### src/rtl/serial_bit_feeder_pkg.sv
// Shared definitions for the serial bit feeder: FSM states and parameter defaults.
package serial_bit_feeder_pkg;

  typedef enum logic {
    IDLE  = 1'b0,
    SHIFT = 1'b1
  } state_e;

  localparam int   DEFAULT_WIDTH    = 8;
  localparam logic DEFAULT_IDLE_BIT = 1'b0;

endpackage

### src/rtl/serial_bit_feeder.sv
// Parallel-to-serial feeder: shift register plus one holding register so that
// consecutive words stream out gaplessly, one bit per clock on dout.
module serial_bit_feeder
  import serial_bit_feeder_pkg::*;
#(
  parameter int   WIDTH     = DEFAULT_WIDTH,
  parameter bit   MSB_FIRST = 1'b1,
  parameter logic IDLE_BIT  = DEFAULT_IDLE_BIT
) (
  input  logic             clk,
  input  logic             rst_n,
  input  logic [WIDTH-1:0] in_data,
  input  logic             in_valid,
  output logic             in_ready,
  output logic             dout,
  output logic             dout_valid,
  output logic             frame_start,
  output logic             busy
);

  localparam int               CNT_W    = (WIDTH > 1) ? $clog2(WIDTH) : 1;
  localparam logic [CNT_W-1:0] CNT_LAST = CNT_W'(WIDTH - 1);
  localparam logic [CNT_W-1:0] CNT_ZERO = {CNT_W{1'b0}};
  localparam logic [WIDTH-1:0] FILL     = {WIDTH{IDLE_BIT}};

  state_e             state_r, state_s;
  logic [WIDTH-1:0]   shift_r, shift_s;
  logic [WIDTH-1:0]   hold_r, hold_s;
  logic               hold_full_r, hold_full_s;
  logic [CNT_W-1:0]   cnt_r, cnt_s;
  logic               frame_start_r, frame_start_s;
  logic               in_ready_r;
  logic               dout_r;
  logic               dout_valid_r;
  logic               busy_r;
  logic               accept_s;

  // Advance by one bit, back-filling with the idle level.
  function automatic logic [WIDTH-1:0] shift_once(input logic [WIDTH-1:0] v);
    if (MSB_FIRST) begin
      return {v[WIDTH-2:0], IDLE_BIT};
    end else begin
      return {IDLE_BIT, v[WIDTH-1:1]};
    end
  endfunction

  // Outgoing bit position of a shift-register image.
  function automatic logic out_bit(input logic [WIDTH-1:0] v);
    if (MSB_FIRST) begin
      return v[WIDTH-1];
    end else begin
      return v[0];
    end
  endfunction

  // Next-state, shifter and holding-register control.
  always_comb begin
    accept_s      = in_valid & in_ready_r;
    state_s       = state_r;
    shift_s       = shift_r;
    hold_s        = hold_r;
    hold_full_s   = hold_full_r;
    cnt_s         = cnt_r;
    frame_start_s = 1'b0;
    case (state_r)
      IDLE: begin
        if (accept_s) begin
          shift_s       = in_data;
          cnt_s         = CNT_LAST;
          frame_start_s = 1'b1;
          state_s       = SHIFT;
        end else begin
          shift_s = FILL;
          cnt_s   = CNT_ZERO;
        end
      end
      SHIFT: begin
        if (cnt_r != CNT_ZERO) begin
          shift_s = shift_once(shift_r);
          cnt_s   = cnt_r - CNT_W'(1);
          if (accept_s) begin
            hold_s      = in_data;
            hold_full_s = 1'b1;
          end else begin
            hold_s = hold_r;
          end
        end else if (hold_full_r) begin
          // Last bit out: the held word follows without a gap.
          shift_s       = hold_r;
          hold_full_s   = 1'b0;
          cnt_s         = CNT_LAST;
          frame_start_s = 1'b1;
        end else if (accept_s) begin
          shift_s       = in_data;
          cnt_s         = CNT_LAST;
          frame_start_s = 1'b1;
        end else begin
          shift_s = FILL;
          cnt_s   = CNT_ZERO;
          state_s = IDLE;
        end
      end
      default: begin
        state_s     = IDLE;
        shift_s     = FILL;
        cnt_s       = CNT_ZERO;
        hold_full_s = 1'b0;
      end
    endcase
  end

  // State and output registers; reset discards any resident words.
  always_ff @(posedge clk) begin
    if (!rst_n) begin
      state_r       <= IDLE;
      shift_r       <= FILL;
      hold_r        <= {WIDTH{1'b0}};
      hold_full_r   <= 1'b0;
      cnt_r         <= CNT_ZERO;
      frame_start_r <= 1'b0;
      in_ready_r    <= 1'b1;
      dout_r        <= IDLE_BIT;
      dout_valid_r  <= 1'b0;
      busy_r        <= 1'b0;
    end else begin
      state_r       <= state_s;
      shift_r       <= shift_s;
      hold_r        <= hold_s;
      hold_full_r   <= hold_full_s;
      cnt_r         <= cnt_s;
      frame_start_r <= frame_start_s;
      in_ready_r    <= ~hold_full_s;
      dout_r        <= out_bit(shift_s);
      dout_valid_r  <= (state_s == SHIFT);
      busy_r        <= (state_s == SHIFT) | hold_full_s;
    end
  end

  assign in_ready    = in_ready_r;
  assign dout        = dout_r;
  assign dout_valid  = dout_valid_r;
  assign frame_start = frame_start_r;
  assign busy        = busy_r;

endmodule

### config.mk
export PLATFORM = sky130hd
export DESIGN_NAME = serial_bit_feeder
export DESIGN_NICKNAME = d
export VERILOG_FILES = /design/src/rtl/serial_bit_feeder_pkg.sv /design/src/rtl/serial_bit_feeder.sv
export SDC_FILE = /design/constraint.sdc
export NUM_CORES = 1
export LEC_CHECK = 0
export ABC_AREA = 1
export BUFFER_PORTS_ARGS = -buffer_cell sky130_fd_sc_hd__buf_2
export CAP_MARGIN = 10
export CORE_UTILIZATION = 55
export CTS_BUF_LIST = sky130_fd_sc_hd__clkbuf_8 sky130_fd_sc_hd__clkbuf_16
export CTS_CLUSTER_SIZE = 16
export DETAILED_ROUTE_END_ITERATION = 16
export PLACE_DENSITY_LB_ADDON = 0.25
export SYNTH_ARGS = -nofsm -noshare
export SYNTH_HDL_FRONTEND = slang
export SYNTH_SLANG_ARGS = --single-unit
export TNS_END_PERCENT = 50
### constraint.sdc
create_clock -name clk -period 1.48 [get_ports clk]
set_input_delay 0.296 -clock clk [delete_from_list [all_inputs] [get_ports clk]]
set_output_delay 0.296 -clock clk [all_outputs]
set_load 0.05 [all_outputs]
# After elaboration in Yosys (flattened, before gate mapping)
# Index checks and enable logic that the tools add are counted.
dict set report totals {
  latchBits 0
  in_bits 11
  ramBits 0
  mem_bits_ro 0
  reg_bits 24
  n_memories 0
}
dict set report classes {
  eq_ne 0
  shift 0
  n_bitwise 4
  div_mod_pow 0
  mux 17
  mul 0
  n_addsub 1
  reduce_logical 2
  n_lt_le_gt_ge 0
}
# operator n
set ops {}
lappend ops {{$mux 8} 3}
lappend ops {{$pmux 8 s2} 1}
lappend ops {{$mux 3} 3}
lappend ops {{$mux 1} 7}
lappend ops {{$pmux 3 s2} 1}
lappend ops {{$pmux 1 s2} 2}
lappend ops {{$reduce_and 3->1} 1}
lappend ops {{$reduce_bool 3->1} 1}
lappend ops {{$sub 3x1->3 const B} 1}
lappend ops {{$not 1->1} 2}
lappend ops {{$and 1x1->1} 1}
lappend ops {{$or 1x1->1} 1}

# Longest topological paths before layout
# Gate-level depths: netlist (run 1).
dict set report depth {
  depth_word 6
  ltp_mapped 8
  ltp_nobuf 8
}

# Worst setup path after synthesis (run 1)
# No wires, ideal clock.
dict set report synth_timing {
  path_kind {register to register}
  startpoint {register in_ready_r (netlist: in_ready)}
  endpoint {register hold_r[0]}
  arrival_time_ps 1270
  period_less_slack_ps 1386
  setup_ps 116
  stages_incl_launch_ff 6
  n_path_buf 0
  slack_ps 94
  cell_sequence {dfxtp_1 nand2_2 nor2_4 nand2_4 o21ai_0 nor2_1}
}
dict set report synth_via {
  elab_chain_cells 2
}
# item line
set synth_rtl {}
lappend synth_rtl {{start, declared} serial_bit_feeder.sv:32} ;# logic in_ready_r;
lappend synth_rtl {{start signal, assigned} serial_bit_feeder.sv:132} ;# in_ready_r <= ~hold_full_s;
lappend synth_rtl {{$and 1x1->1} serial_bit_feeder.sv:58} ;# accept_s = in_valid & in_ready_r;
lappend synth_rtl {{$reduce_and 3->1 (no source line)} -}
lappend synth_rtl {{end signal, assigned} serial_bit_feeder.sv:117} ;# hold_r <= {WIDTH{1'b0}};
lappend synth_rtl {{end signal, assigned} serial_bit_feeder.sv:128} ;# hold_r <= hold_s;
lappend synth_rtl {{end, declared} serial_bit_feeder.sv:28} ;# logic [WIDTH-1:0] hold_r, hold_s;
# No other way between the ends.
# A chain may end at the register's enable or synchronous reset.

# Worst setup path in the final report (run 1)
dict set report layout_timing {
  startpoint {register dout_valid_r (netlist: dout_valid)}
  endpoint {output port dout_valid}
}
# item line
set layout_lines {}
lappend layout_lines {{start, declared} serial_bit_feeder.sv:34} ;# logic dout_valid_r;
lappend layout_lines {{start signal, assigned} serial_bit_feeder.sv:134} ;# dout_valid_r <= (state_s == SHIFT);
lappend layout_lines {{end, declared} serial_bit_feeder.sv:16} ;# output logic dout_valid,
# No word-level cell between the ends.

==> flow_summary.toml, run 1 <==
[cts]
clk_latency_ns = 0.27
root_buffer = "clkbuf_8"
postCtsHoldBufs = 0
cts_resized = 0
clk_pin_slew_ns = 0.08
cts_buffers = 3
h-tree-depth = 1
clockBufferDepth = 2
post-cts-setup-buffers = 0
cts_tree = "built"
cts_sinks = 24

[logic_synthesis]
syn_avg_cell_area_um2 = 6.90
ys_ff_latch = 24
synth-seq-area-share_pct = 41.5
syn_inst = 168
ys_warn_count = 0
synthDistinctLibCells = 21
syn-num-nets = 181
syn_area_um2 = 1160

[placement]
pre_cts_ws_ns = 0.177
place.port_buffers = 15
dpl.hpwl_um = 1650
place.gp.congestion = 0.771

[timing]
max_slew.worst_pin.slew_ns = 0.249
period_minus_slack_ns = 1.30
slew_viol_final = 0
fin_ws_ns = 0.177
fin_skew_ns = 0.00386
post-route-period-util_pct = 88.0
relSlewSlack_pct = 83.5
fmax_mhz = 768
setup_viol = 0
final-hold-violation-count = 0
finalSetupTns_ns = 0
rsz0062_at_grt = "false"

[pwr]
p_switching_uw = 492
p_clk_share_pct = 34.1
power-per-cell-area_nw_per_um2 = 1270
combPwrFrac_pct = 22.3
p_sw_share_pct = 29.4
intPower_uw = 1180
leakage_uw = 0.000645
seq_power_share_pct = 43.6
ir_drop_uv = 959

[routing]
drt_iter0_markers = 22
vias = 1051
drt_pre_antenna_iters = 4
ant_nets = 0
wl_um = 2170
viasPerCell = 4.96
drc = 0
wire_per_inst_um = 10.3

[cells_and_area]
layout-drive-gt1-share_pct = 20.0
fillers = 193
antennaDiodeCount = 0
multiInputGateArea_um2 = 579
regArea_um2 = 480
nets = 199
syn_to_final_growth_pct = 13.5

[global_route]
grt_max_degree = 15
antenna_found_initial = 0
grt_overflow = 0
first_global_vias = 829
grt_pass1_wl_um = 3390
grt_usage_pct = 21.4

[die]
placementRows = 16
dieArea_um2 = 2290
initial_core_util_pct = 59.1
die_w_um = 47.9
die_y_um = 47.9
io_pins = 16
coreArea_um2 = 1960

[setup_path]
critical_path_required_ns = 1.18
end_kind = "output port"
worst_path_max_delay_cell = "dfxtp_1"
cp_max_fo = 5
path_delay_family = "flip-flops"
worstSetupPathType = "reg2out"
start_kind = "flop"
cpPeakStageDelay_ns = 0.44
worstPathBufferInverterCount = 1
path_cells = "buf_2"
worst_ep_arrival_time_ns = 1.01

[status]
outcome = "finished clean"

[worst_hold_path]
hp-class = "in2reg"

[run]
cap_violations = 0
-- metal layers --
| layer | wire (um) | track usage, % | vias up |
|---|---|---|---|
| li1 | - | - | 553 |
| met1 | 1010 | 25.9 | 470 |
| met2 | 1040 | 37.6 | 26 |
| met3 | 94 | 4.53 | 2 |
| met4 | 23 | 6.67 | 0 |
| met5 | 0 | 0 | - |
-- synthesized netlist by cell type (all sizes together) --
library cell / instances / share of area, %
inv: 11 / 3.8
buf: 5 / 4.0
nand3: 10 / 4.3
a21oi: 4 / 2.1
nor2: 43 / 15
ha: 2 / 2.2
clkinv: 1 / 0.76
o21ai: 10 / 4.6
nand2: 57 / 21
dfxtp: 24 / 41
a31oi: 1 / 0.54
-- power by group through the flow --
stage,clock network [uW],registers (uW),logic [uW]
2_1_floorplan,0,785,266
3_3_place_gp,0,742,365
3_5_place_dp,0,744,373
4_1_cts,577,729,376
5_1_grt,613,737,418
6_report,570,728,373
-- final timing paths --
kind,startpoint,end,slack [ns],cells after the start
setup / recovery,dout_valid,dout_valid,0.18,1
hold / removal,in_data[0],shift_r[0],0.31,3
setup reg to reg,cnt_r[0],hold_r[2],0.18,6
hold reg to reg,cnt_r[0],cnt_r[0],0.44,1
-- worst reg2reg max path: stages, from the launching register on --
cell     delay, ns
dfxtp_1       0.34
inv_1         0.06
ha_1          0.22
nand2_2       0.21
nand2_4       0.12
o21ai_0       0.19
nor2_1        0.06
-- layout make-up --
| class | count | area share (%) |
|---|---|---|
| clock buffers | 3 | 3.14 |
| clock inverters | 1 | 2.28 |
| inverters | 12 | 4.00 |
| multi-input cells | 127 | 44.1 |
| flip-flops and latches | 24 | 36.5 |
| well taps | 27 | 2.57 |
| repair buffers | 18 | 7.42 |
-- cell families after synthesis --
group                      synth area share, %
AOI/OAI and AO/OA                         7.24
adders and majority gates                 2.16
buffers and inverters                     8.53
DFF                                       41.5
and+or+nand+nor                           40.6
-- through the flow --
stage	hold slack (ns)	power (uW)	cell area [um2]	utilization [%]	cells
global placement	0.419	1110	1240	63.4	208
detailed placement	0.441	1120	1240	63.4	208
global route	0.310	1770	1320	67.0	212
finish	0.305	1670	1320	67.0	212
floorplan	0.406	1050	1160	-	168
CTS	0.301	1680	1320	67.0	212
-- cells in the final DEF (no fill, tap or decap), types with 2 or more instances in the layout --
cell type | synthesis | routed
dfxtp_1 | 24 | 24
nand2_1 | 52 | 52
buf_4 | 1 | 3
nand3_1 | 10 | 10
nand2_4 | 3 | 3
a21oi_1 | 3 | 3
clkbuf_8 | 0 | 3
nor2_1 | 40 | 40
ha_1 | 2 | 2
o21ai_0 | 9 | 9
inv_2 | 3 | 3
buf_2 | 1 | 15
nand2_2 | 2 | 2
inv_1 | 7 | 7
nor2_4 | 2 | 2
-- state kept, by name (all words and copies together), names as in the netlist --
| name | count |
|---|---|
| hold_r | 8 |
| shift_r | 7 |
| cnt_r | 3 |
| busy | 1 |
| dout | 1 |
| dout_valid | 1 |
| frame_start | 1 |
| hold_full_r | 1 |
| in_ready | 1 |
No activity file was read; power rests on OpenSTA's default activity.
==> run 2, diff against run 1 <==
==> constraint.sdc (replaced) <==
create_clock -name clk -period 1.48 [get_ports clk]
set_input_delay 0.148 -clock clk [delete_from_list [all_inputs] [get_ports clk]]
set_output_delay 0.148 -clock clk [all_outputs]
set_load 0.05 [all_outputs]
==> flow_summary.toml, run 2 (synthesis gave the netlist of run 1 again) <==
[status]
outcome = "finished clean"

[timing]
relSlewSlack_pct = 84.4
setup_viol = 0
rsz0062_at_grt = "false"
period_minus_slack_ns = 1.31
slew_viol_final = 0
finalSetupTns_ns = 0
fin_skew_ns = 0.00294
final-hold-violation-count = 0
max_slew.worst_pin.slew_ns = 0.233
post-route-period-util_pct = 88.2
fmax_mhz = 766

[global_route]
grt_max_degree = 18
grt_pass1_wl_um = 3470
grt_usage_pct = 21.8
antenna_found_initial = 0
grt_overflow = 0
first_global_vias = 902

[setup_path]
worst_path_max_delay_cell = "dfxtp_1"
worst_ep_arrival_time_ns = 1.46
reg2regPathDepth = 6
worstSetupPathType = "reg2reg"
path_cells = "inv_1 -> ha_1 -> nand2_2 -> nand2_4 -> o21ai_0 -> nor2_1"
critical_path_required_ns = 1.64
cp_max_fo = 11
r2r-end = "hold_r[6]"
path_delay_family = "simple AND/OR/NAND/NOR gates"
cpPeakStageDelay_ns = 0.33
end_kind = "flop"
rr_startpoint = "cnt_r[0]"
start_kind = "flop"
worstPathBufferInverterCount = 1
r2r_slack_ns = 0.17

[worst_hold_path]
worstHoldStart = "in_data[0]"
holdPathEnd = "hold_r[0]"
hp-class = "in2reg"
hold_depth = 3

[cells_and_area]
top_register = "hold_r"
fin_cells = 211
layout_commonest_cell = "nand2_1"
syn_to_final_growth_pct = 11.4
layout-drive-gt1-share_pct = 19.6
largest_reg_flops = 8
nets = 198
largest_registers = "hold_r: 8 flops, shift_r: 7 flops, cnt_r: 3 flops"
antennaDiodeCount = 0
final_cell_mix = "nand2_1 (52), nor2_1 (40), dfxtp_1 (24)"

[cts]
clk_pin_slew_ns = 0.08
clockBufferDepth = 2
cts_tree = "built"
post-cts-setup-buffers = 0
h-tree-depth = 1
clk_latency_ns = 0.26
cts_resized = 0
cts_buffers = 3
cts_sinks = 24
postCtsHoldBufs = 0
root_buffer = "clkbuf_8"

[run]
cap_violations = 0

[pwr]
leakage_uw = 0.000633
ir_drop_uv = 793
power-per-cell-area_nw_per_um2 = 1190

[die]
io_pins = 16
placementRows = 16
die_w_um = 47.9
coreArea_um2 = 1960
initial_core_util_pct = 59.1
die_y_um = 47.9
dieArea_um2 = 2290

[routing]
wl_um = 2180
drt_iter0_markers = 12
ant_nets = 0
vias = 1049
wire_per_inst_um = 10.4
drt_pre_antenna_iters = 4
drc = 0
viasPerCell = 4.97

[placement]
dp.cells = 207
dpl.hpwl_um = 1680
place.port_buffers = 15
place.gp.congestion = 0.771
==> run 2: worst register-to-register path, stage by stage, from the launching register on <==
cell and delay (ns):
dfxtp_1 0.33, inv_1 0.06, ha_1 0.21, nand2_2 0.21, nand2_4 0.12, o21ai_0 0.20, nor2_1 0.07
==> run 2: worst max path at each step <==
stage	start	cells past startpoint	end
after floorplan	in_ready	5	hold_r[0]
after global placement	cnt_r[0]	7	busy
after detailed placement	cnt_r[0]	6	hold_r[6]
after CTS	cnt_r[0]	6	hold_r[6]
after global routing	cnt_r[0]	7	busy
final	cnt_r[0]	6	hold_r[6]
==> run 2: layer usage <==
| layer | track usage [%] | share of wire, % | wire [um] | vias up |
|---|---|---|---|---|
| met5 | 0 | 0 | 0 | - |
| met4 | 10.0 | 1.1 | 25 | 0 |
| met3 | 4.91 | 2.7 | 59 | 4 |
| met2 | 38.9 | 50 | 1090 | 15 |
| met1 | 24.3 | 46 | 1010 | 483 |
| li1 | - | - | - | 547 |
==> run 2: metrics by stage <==
step           cell area [um2]  hold WS, ns  power, uW  setup WS, ns  util [%]
2_1_floorplan             1160        0.295       1050        0.0942         -
3_3_place_gp              1240        0.419       1100         0.223      63.0
6_report                  1290        0.173       1530         0.174      65.8
5_1_grt                   1290        0.170       1620        0.0206      65.8
4_1_cts                   1290        0.168       1550         0.175      65.8
3_5_place_dp              1240        0.431       1110         0.180      63.0
==> run 2: report_power, final <==
| group | switching (uW) | total [uW] | leakage (uW) | internal, uW |
|---|---|---|---|---|
| sequential | 26.8 | 728 | 0.000197 | 702 |
| clock | 196 | 433 | 0.0000288 | 237 |
| combinational | 257 | 370 | 0.000407 | 113 |
| total | 480 | 1530 | 0.000633 | 1050 |
==> run 2: final cells by class <==
class | count | area [um2]
multi-input cells | 127 | 579
fillers | 210 | 671
clock buffers | 4 | 55.1
flip-flops and latches | 24 | 480
inverters | 12 | 52.6
well taps | 27 | 33.8
repair buffers | 17 | 90.1
==> run 3, diff against run 2 <==
CORE_UTILIZATION = 45   (was 55)
HOLD_SLACK_MARGIN = 0.15   (was default)
==> flow_summary.toml, run 3 (synthesis gave the netlist of run 1 again) <==
[status]
outcome = "finished clean"

[setup_path]
worst_ep_arrival_time_ns = 1.42
end_kind = "flop"
start_kind = "flop"
cp_max_fo = 4
critical_path_required_ns = 1.62
r2r-end = "cnt_r[0]"
reg2regPathDepth = 7
r2r_slack_ns = 0.19
rr_startpoint = "cnt_r[0]"
worstSetupPathType = "reg2reg"

[placement]
place.port_buffers = 15
dp.cells = 211
placed_cell_area_um2 = 1250
dpl.hpwl_um = 1640
place.gp.congestion = 0.791

[routing]
vias = 1040
drt_pre_antenna_iters = 4
viasPerCell = 4.86
wl_um = 2170
drc = 0
ant_nets = 0
wire_per_inst_um = 10.2
drt_iter0_markers = 7

[timing]
finalSetupTns_ns = 0
rsz0062_at_grt = "false"
setup_viol = 0
relSlewSlack_pct = 79.1
slew_viol_final = 0
post-route-period-util_pct = 86.9
fmax_mhz = 777
final-hold-violation-count = 0
fin_skew_ns = 0.00673
period_minus_slack_ns = 1.29
max_slew.worst_pin.slew_ns = 0.312

[cts]
post-cts-setup-buffers = 0
clockBufferDepth = 2
postCtsHoldBufs = 0
cts_tree = "built"
cts_sinks = 24
root_buffer = "clkbuf_8"
cts_buffers = 3
cts_resized = 0
clk_latency_ns = 0.25
h-tree-depth = 1
clk_pin_slew_ns = 0.08

[run]
cap_violations = 0

[cells_and_area]
fillers = 256
top_register = "hold_r"
syn_to_final_growth_pct = 11.2
layout_commonest_cell = "nand2_1"
final_cell_mix = "nand2_1 (52), nor2_1 (40), dfxtp_1 (24)"
nets = 199
antennaDiodeCount = 0
layout-drive-gt1-share_pct = 19.6
regArea_um2 = 480
largest_registers = "hold_r: 8 flops, shift_r: 7 flops, cnt_r: 3 flops"
largest_reg_flops = 8
multiInputGateArea_um2 = 579
fin_area_um2 = 1290
fin_cells = 214

[die]
initial_core_util_pct = 47.2
dieArea_um2 = 2780
die_w_um = 52.7
coreArea_um2 = 2450
io_pins = 16
die_y_um = 52.7
placementRows = 18

[global_route]
grt_max_degree = 13
grt_pass1_wl_um = 3750
first_global_vias = 900
grt_usage_pct = 18.5
grt_overflow = 0
antenna_found_initial = 0

[pwr]
leakage_uw = 0.000631
ir_drop_uv = 658
power.total_uw = 1460
power-per-cell-area_nw_per_um2 = 1130

[worst_hold_path]
hp-class = "in2reg"
hold_depth = 3
worstHoldStart = "in_data[4]"
holdPathEnd = "hold_r[4]"
[run 3: cell types whose count changed in the layout (fill, tap and decap cells not counted)]
cell,change
buf_4,+1
clkbuf_8,-1
[run 3: area by class of cell]
class	instances	share of cell area (%)
Sequential cell	24	37.3
Clock buffer	3	3.20
Multi-Input combinational cell	127	45.0
Inverter	12	4.08
Timing Repair Buffer	18	7.57
Tap cell	30	2.91
[run 3: per-stage QoR]
stage          setup slack (ns)  util (%)  hold WS [ns]
3_5_place_dp              0.196      50.8         0.424
4_1_cts                   0.185      52.5         0.167
6_report                  0.193      52.5         0.171
2_1_floorplan            0.0942         -         0.295
3_3_place_gp              0.224      50.8         0.418
5_1_grt                  0.0341      52.5         0.181
[run 3: metal layers]
layer  global-route usage [%]  vias to the layer above  part of all wire (%)
met5                        0                        -                     0
met4                     6.58                        0                  0.78
met3                     3.48                        2                   3.4
met2                     31.4                       15                    48
met1                     22.9                      472                    48
li1                         -                      551                     -
[run 3: worst max-delay path by stage]
stage | start | end | cells past startpoint
CTS | cnt_r[0] | busy | 7
global placement | cnt_r[0] | busy | 7
detailed placement | cnt_r[0] | busy | 7
global route | cnt_r[0] | busy | 7
floorplan | in_ready | hold_r[0] | 5
finish | cnt_r[0] | cnt_r[0] | 7
[run 3: where the power goes]
part | internal, uW | switching, uW | total, uW
Combinational | 116 | 255 | 371
Sequential | 702 | 29.1 | 731
Clock | 181 | 177 | 358
[run 3: critical path, cell delays in order, from the launching register on]
cell and delay, ns:
dfxtp_1 0.31, inv_1 0.07, ha_1 0.18, inv_1 0.05
nor2_2 0.17, nand2_1 0.11, o21ai_2 0.21, a21oi_1 0.06
